===== config.mk =====
export PLATFORM = sky130hd
export DESIGN_NAME = tile_draw_arbiter
export DESIGN_NICKNAME = d
export VERILOG_FILES = /design/src/rtl/tile_draw_arbiter.sv
export SDC_FILE = /design/constraint.sdc
export NUM_CORES = 1
export LEC_CHECK = 0
export CORE_MARGIN = 10
export CORE_UTILIZATION = 60
export CTS_CLUSTER_SIZE = 40
export DETAILED_ROUTE_END_ITERATION = 7
export DONT_BUFFER_PORTS = 1
export PLACE_DENSITY = 0.76
export SLEW_MARGIN = 40
export SYNTH_ARGS = -nofsm -noshare
export SYNTH_HDL_FRONTEND = slang
export SYNTH_SLANG_ARGS = --single-unit

===== constraint.sdc =====
create_clock -name CLOCK_50 -period 8.7 [get_ports CLOCK_50]
set_input_delay 1.74 -clock CLOCK_50 [delete_from_list [all_inputs] [get_ports CLOCK_50]]
set_output_delay 1.74 -clock CLOCK_50 [all_outputs]
set_load 0.02 [all_outputs]

===== src/rtl/tile_draw_arbiter.sv =====
// Round-robin arbiter that owns the VGA pixel-write port and paints one
// 4-tile row per grant. Optional macro TILE_BORDER_EN draws black tile borders.
module tile_draw_arbiter #(
  parameter int          NUM_REQ  = 4,
  parameter int          TILE_W   = 40,
  parameter int          TILE_H   = 30,
  parameter int          COLS     = 4,
  parameter logic [8:0]  BG_COLOR = 9'h05a,
  parameter logic [8:0]  FG_COLOR = 9'h1ff
) (
  input  logic                   CLOCK_50,
  input  logic                   reset,
  input  logic [NUM_REQ-1:0]     req,
  input  logic [2*NUM_REQ-1:0]   row_y,
  input  logic [COLS*NUM_REQ-1:0] pattern,
  input  logic [NUM_REQ-1:0]     accent_en,
  input  logic [9*NUM_REQ-1:0]   accent_color,
  output logic [NUM_REQ-1:0]     grant,
  output logic [NUM_REQ-1:0]     done,
  output logic                   busy,
  output logic                   plot,
  output logic [7:0]             VGA_X,
  output logic [6:0]             VGA_Y,
  output logic [8:0]             VGA_COLOR
);

  // state  | meaning
  // IDLE   | waiting for any req, round-robin pick from rr_ptr
  // LATCH  | grant asserted, descriptor captured, first pixel issued
  // DRAW   | one plot per cycle over the whole row
  // DONE   | done pulse on the granted bit, advance rr_ptr
  localparam logic [1:0] S_IDLE  = 2'd0;
  localparam logic [1:0] S_LATCH = 2'd1;
  localparam logic [1:0] S_DRAW  = 2'd2;
  localparam logic [1:0] S_DONE  = 2'd3;

  localparam int IW = $clog2(NUM_REQ);
  localparam int CW = $clog2(COLS);
  localparam int XW = $clog2(TILE_W);
  localparam int YW = $clog2(TILE_H);

  logic [1:0]      state;
  logic [IW-1:0]   rr_ptr;
  logic [IW-1:0]   g_idx;
  logic [1:0]      row_q;
  logic [COLS-1:0] pat_q;
  logic            acc_en_q;
  logic [8:0]      acc_col_q;
  logic [CW-1:0]   col;
  logic [XW-1:0]   xoff;
  logic [YW-1:0]   yoff;

  logic [IW-1:0]   sel_idx;
  logic            sel_found;
  logic [IW:0]     cand;

  logic            x_last, y_last, c_last, row_last;
  logic [CW-1:0]   col_n;
  logic [XW-1:0]   xoff_n;
  logic [YW-1:0]   yoff_n;

  logic [CW-1:0]   s_col;
  logic [XW-1:0]   s_x;
  logic [YW-1:0]   s_y;
  logic [1:0]      s_row;
  logic [COLS-1:0] s_pat;
  logic            s_aen;
  logic [8:0]      s_acol;

  logic [7:0]      px_x;
  logic [6:0]      px_y;
  logic [8:0]      px_color;

  assign busy = (state != S_IDLE);

  always_comb begin
    sel_idx   = rr_ptr;
    sel_found = 1'b0;
    cand      = '0;
    for (int i = 0; i < NUM_REQ; i++) begin
      cand = {1'b0, rr_ptr} + (IW+1)'(i);
      if (cand >= (IW+1)'(NUM_REQ)) cand = cand - (IW+1)'(NUM_REQ);
      if (!sel_found && req[cand[IW-1:0]]) begin
        sel_found = 1'b1;
        sel_idx   = cand[IW-1:0];
      end
    end
  end

  always_comb begin
    x_last   = (xoff == XW'(TILE_W-1));
    y_last   = (yoff == YW'(TILE_H-1));
    c_last   = (col  == CW'(COLS-1));
    row_last = x_last && y_last && c_last;
    xoff_n   = x_last ? '0 : xoff + 1'b1;
    yoff_n   = yoff;
    col_n    = col;
    if (x_last) begin
      yoff_n = y_last ? '0 : yoff + 1'b1;
      if (y_last) col_n = col + 1'b1;
    end
  end

  // The first pixel leaves in LATCH, so it must come from the live inputs
  // rather than the descriptor registers still being loaded.
  always_comb begin
    if (state == S_LATCH) begin
      s_col  = '0;
      s_x    = '0;
      s_y    = '0;
      s_row  = row_y[int'(g_idx)*2 +: 2];
      s_pat  = pattern[int'(g_idx)*COLS +: COLS];
      s_aen  = accent_en[g_idx];
      s_acol = accent_color[int'(g_idx)*9 +: 9];
    end else begin
      s_col  = col_n;
      s_x    = xoff_n;
      s_y    = yoff_n;
      s_row  = row_q;
      s_pat  = pat_q;
      s_aen  = acc_en_q;
      s_acol = acc_col_q;
    end
  end

  always_comb begin
    px_x = 8'(s_col) * 8'(TILE_W) + 8'(s_x);
    px_y = 7'(s_row) * 7'(TILE_H) + 7'(s_y);
    if (!s_pat[s_col])  px_color = BG_COLOR;
    else if (s_aen)     px_color = s_acol;
    else                px_color = FG_COLOR;
`ifdef TILE_BORDER_EN
    if (s_x == '0 || s_x == XW'(TILE_W-1) || s_y == '0 || s_y == YW'(TILE_H-1))
      px_color = 9'h000;
`endif
  end

  always_ff @(posedge CLOCK_50) begin
    if (!reset) begin
      state     <= S_IDLE;
      rr_ptr    <= '0;
      g_idx     <= '0;
      row_q     <= '0;
      pat_q     <= '0;
      acc_en_q  <= 1'b0;
      acc_col_q <= '0;
      col       <= '0;
      xoff      <= '0;
      yoff      <= '0;
      grant     <= '0;
      done      <= '0;
      plot      <= 1'b0;
      VGA_X     <= '0;
      VGA_Y     <= '0;
      VGA_COLOR <= BG_COLOR;
    end else begin
      case (state)
        S_IDLE: begin
          plot <= 1'b0;
          done <= '0;
          if (sel_found) begin
            g_idx <= sel_idx;
            grant <= NUM_REQ'(1) << sel_idx;
            state <= S_LATCH;
          end
        end
        S_LATCH: begin
          row_q     <= s_row;
          pat_q     <= s_pat;
          acc_en_q  <= s_aen;
          acc_col_q <= s_acol;
          col       <= '0;
          xoff      <= '0;
          yoff      <= '0;
          plot      <= 1'b1;
          VGA_X     <= px_x;
          VGA_Y     <= px_y;
          VGA_COLOR <= px_color;
          state     <= S_DRAW;
        end
        S_DRAW: begin
          if (row_last) begin
            plot  <= 1'b0;
            grant <= '0;
            done  <= grant;
            state <= S_DONE;
          end else begin
            col       <= col_n;
            xoff      <= xoff_n;
            yoff      <= yoff_n;
            VGA_X     <= px_x;
            VGA_Y     <= px_y;
            VGA_COLOR <= px_color;
          end
        end
        default: begin
          done   <= '0;
          rr_ptr <= (g_idx == IW'(NUM_REQ-1)) ? '0 : g_idx + 1'b1;
          state  <= S_IDLE;
        end
      endcase
    end
  end

endmodule

# After elaboration in Yosys (flattened, before gate mapping)
# Index checks and enable logic that the tools add are counted.
# word_totals
reg_bits,68
latch_bits,0
ram_bits,0
romBits,0
word_cells,137
n_memories,0
# op_classes
add_sub_neg,13
n_mul,3
div,0
order_cmp,10
eq_ne,9
n_shift,4
mux,61
n_bitwise,1
reduce_logical,20
# op_table
cell,count
$mux 9,4
$shiftx 36x7->9,1
$mux 2,16
$mux 5,4
$lt 2x3->1 const B,6
$mux 6,3
$pmux 9 s2,1
$mux 4,4
$pmux 4 s2,2
$pmux 8 s2,1
$shiftx 16x5->4,1
$pmux 7 s2,1
$bmux 1 s2,6
$mul 2x4->6 const B,2
$mux 1,12
$pmux 6 s2,1
$pmux 5 s2,1
$reduce_and 2->1,5
$ge 3x3->1 const B,3
$add 8x6->8,1
$mux 8,1
$shiftx 8x4->2,1
$sub 2x1->2 const B,4
$add 7x5->7,1
25 further kinds,39

# Logic depth before layout (Yosys ltp)
# depth
depth_word,17
mapped_depth,14
mapped_depth_nobuf,13

# Worst setup path after synthesis
# Ideal clock, no wire load.
# synth_timing
kind,input to register
from,in row_y[6]
to,reg VGA_Y[5]
setup_ps,70
arrival_ps,3808
required_time_ps,8630
slack_ps,4821
path_stages,9
cell_sequence,mux4_2 mux2i_1 ha_1 fa_1 a21o_1 a21oi_1 xnor2_1 nand2_1 a21oi_1
# synth_between
elab_chain_cells,6
# synth_lines
element,line_no,source
from (decl),14,"input logic [2*NUM_REQ-1:0] row_y,"
$shiftx 8x4->2 (*),111,s_row = row_y[int'(g_idx)*2 +: 2];
$mux 2 (*),107,if (state == S_LATCH) begin
$mul 2x4->6 (*),128,px_y = 7'(s_row) * 7'(TILE_H) + 7'(s_y);
$add 7x5->7 (*),128,
$mux 7,182,if (row_last) begin
$pmux 7 s2 (*),157,case (state)
to (signal assigned),177,VGA_Y <= px_y;
to (signal assigned),192,VGA_Y <= px_y;
to (decl),23,"output logic [6:0] VGA_Y,"
# Mark *: on every way between the ends. The rest lies on a longest branch, timed or not. The select of a mux whose other input is x is not followed.
# A chain may end at the register's enable or synchronous reset.

# Final worst setup path
# layout_timing
from,in row_y[6]
to,reg VGA_Y[5]
# layout_between
elab_chain_cells,6
# layout_lines
element,line_no,source
$shiftx 8x4->2 (*),111,
$mux 2 (*),107,
named net s_row[0],65,logic [1:0] s_row;
$mul 2x4->6 (*),128,
$add 7x5->7 (*),128,
$mux 7,182,
$pmux 7 s2 (*),157,
# The timed path passes the listed nets; every way through them passes the cells marked *. The select of a mux whose other input is x is not followed.

==> results.txt <==
status - complete, no violations
routed len/inst - 19.1 um
RD Place Congestion - 0.841
most common cell after layout, fill and taps aside - nor2_1
async set-reset flop share out of synthesis - 0%
CTS tree - yes
Syn. warnings - 0
DR vias - 3405
Hold Crit Class - reg2reg
static leakage power - 1.66 nW
highest clock rate - 272 MHz
largest net degree at the start of global routing - 54
# IOs - 104
Routed WL - 10.4 mm
Syn Area/Cell - 8.79 um2
Worst R2R Path Depth - 10
number of synthesized register bits - 68
input/output buffers - 0
post-cts hold buffer count - 0
Final Skew - 0.0111 ns
H-tree depth - 3
CP Max Fanout - 4
Worst IR Drop VDD - 0.162 mV
Final WS setup - 5.02 ns
fin util - 65.1%
relative slew slack - 46.2%
Std-Cell Rows - 30
number of synthesized flops with an enable pin - 0
TritonCTS buffer count - 9
Tot Pwr - 1.20 mW
grt total ovfl - 0
Crit Path Class - in2reg
Chip Height - 103 um
clock sinks - 68
RR Startpoint - xoff[0]
antenna diode count - 0
crit path DAT - 3.96 ns
setup repair bufs after CTS - 0
setup TNS - 0 ns
Hold Path Origin - col[1]
Post-DRT Antenna Nets - 0
setup slack, reg-to-reg - 5.71 ns
drt first pass iters - 4
CP required - 8.98 ns
total of max-cap violations - 0
clock root buffer master - clkbuf_8
Total GRT Usage - 19.4%
Worst-path clk slew - 0.07 ns
die width - 103 um
post-synthesis sequential area ratio - 33.0%
via/cell ratio - 6.27
Clk Latency, worst-skew pair - 0.36 ns
violation count after the first detailed-routing iteration - 214
Worst-Margin Slew - 0.807 ns
CP startpoint - row_y[6]
Core Region - 0.00676 mm2
post-cts gate resize count - 0
P&R area growth vs syn - 6.54%
setup violators final - 0
first-pass GRT wire length - 16.5 mm
Most used DFF post-synth - dfxtp_1
most frequent cells in the layout - nor2_1 (69), dfxtp_1 (68), nand2_1 (27)
vias in the first global route - 3402
# DRC - 0
Hold EP - col[1]
share of layout cells above drive strength 1 - 11.7%
syn_nets - 561
Hold Vio Cnt, Final - 0
R2R Path End - VGA_X[6]
initial antenna violation count - 0
Clock Path Buffers - 2
mapped cell area - 0.00413 mm2
RSZ-0062 raised after global routing - no
fin. max-slew vios - 0
Hold Path Stages - 2
Final Critical Period - 3.68 ns
Syn Inst Count - 470
CP endpoint kind - flop
PwrDens - 272 mW/mm2
full die area - 0.0106 mm2
Tcrit/Tclk final - 42.3%
DP Worst Slack - 4.66 ns
Final #Nets - 549
distinct cell type count after synthesis - 66
hpwl dp - 7.44 mm
Starting Density - 61.1%
CP Launch Type - input port
==> per-layer routing <==
layer / share of wire, % / track usage, % / up-vias
li1: - / - / 1706
met1: 40 / 22.9 / 1590
met2: 51 / 32.8 / 97
met3: 8.0 / 6.17 / 12
met4: 1.5 / 6.20 / 0
met5: 0 / 0 / -
==> sequential cells by signal (all words and copies together), names as in the netlist <==
signal,flops
pat_q,4
col,2
rr_ptr,2
grant,4
acc_en_q,1
VGA_COLOR,9
done,4
row_q,2
yoff,5
VGA_X,8
VGA_Y,7
plot,1
g_idx,2
xoff,6
acc_col_q,9
state,2
==> stage by stage <==
step           instances  cell area [um2]  hold slack [ns]
6_report             543             4400            0.523
2_1_floorplan        470             4130            0.475
5_1_grt              543             4400            0.558
3_5_place_dp         527             4140            0.510
3_3_place_gp         527             4140            0.506
4_1_cts              543             4390            0.527
==> power breakdown <==
group	internal (mW)	total (mW)	switching [mW]
Clock	0.206	0.327	0.121
Combinational	0.175	0.429	0.253
Sequential	0.368	0.441	0.0724
Total	0.749	1.20	0.447
==> worst max path at each step <==
stage | endpoint | depth (start not counted)
2_1_floorplan | VGA_Y[5] | 9
3_3_place_gp | VGA_Y[5] | 9
3_5_place_dp | VGA_Y[6] | 8
4_1_cts | VGA_Y[5] | 10
5_1_grt | VGA_Y[5] | 10
6_report | VGA_Y[5] | 10
==> worst max-delay path, stage by stage <==
cell     delay (ns)
mux4_2         0.44
mux2i_1        0.30
inv_1          0.12
ha_1           0.24
fa_1           0.42
a21o_1         0.18
a21oi_1        0.17
xnor2_1        0.14
nand2_1        0.07
a21oi_1        0.15
==> cell type report <==
| cell class | instances | area (um2) |
|---|---|---|
| Sequential cell | 68 | 1360 |
| Inverter | 20 | 75.1 |
| Clock buffer | 12 | 155 |
| Fill cell | 578 | 2360 |
| Timing Repair Buffer | 5 | 37.5 |
| Multi-Input combinational cell | 354 | 2580 |
| Tap cell | 80 | 100 |
| Clock inverter | 4 | 95.1 |
==> cells by family (layout without fill, tap and decap cells) <==
group                    count (synthesis)  count (layout)  share of synthesized area, %
buffers and inverters                   48              41                          4.97
AND/OR/NAND/NOR                        176             176                          21.5
AO/OA/AOI/OAI                          105             105                          18.8
flip-flops                              68              68                          33.0
adder cells (fa/ha/maj)                 21              21                          6.73
multiplexers                            44              44                          13.4
XOR/XNOR                                 8               8                          1.70
==> cells in the mapped netlist (4+ instances only) <==
cell | instances | area share [%]
nand3_1 | 10 | 1.2
or4_1 | 6 | 1.1
mux4_2 | 8 | 4.4
inv_1 | 18 | 1.6
clkbuf_1 | 21 | 1.9
or2_2 | 5 | 0.76
nand2_1 | 27 | 2.5
nand4_1 | 4 | 0.61
a41oi_1 | 5 | 1.1
nor2_1 | 69 | 6.3
a22oi_1 | 9 | 1.6
dfxtp_1 | 68 | 33
mux2_2 | 9 | 2.5
mux2i_1 | 27 | 6.5
o21ai_0 | 11 | 1.3
o31a_1 | 6 | 1.3
a21o_1 | 4 | 0.73
and2_1 | 6 | 0.91
a211oi_1 | 4 | 0.73
nand2b_1 | 4 | 0.61
and4_1 | 6 | 1.3
nor3_1 | 11 | 1.3
xnor2_1 | 7 | 1.5
nor2b_1 | 11 | 1.7
ha_1 | 19 | 5.8
a21oi_1 | 24 | 2.9
a221o_1 | 5 | 1.2
Note: power is estimated with default switching activity, not from simulation.
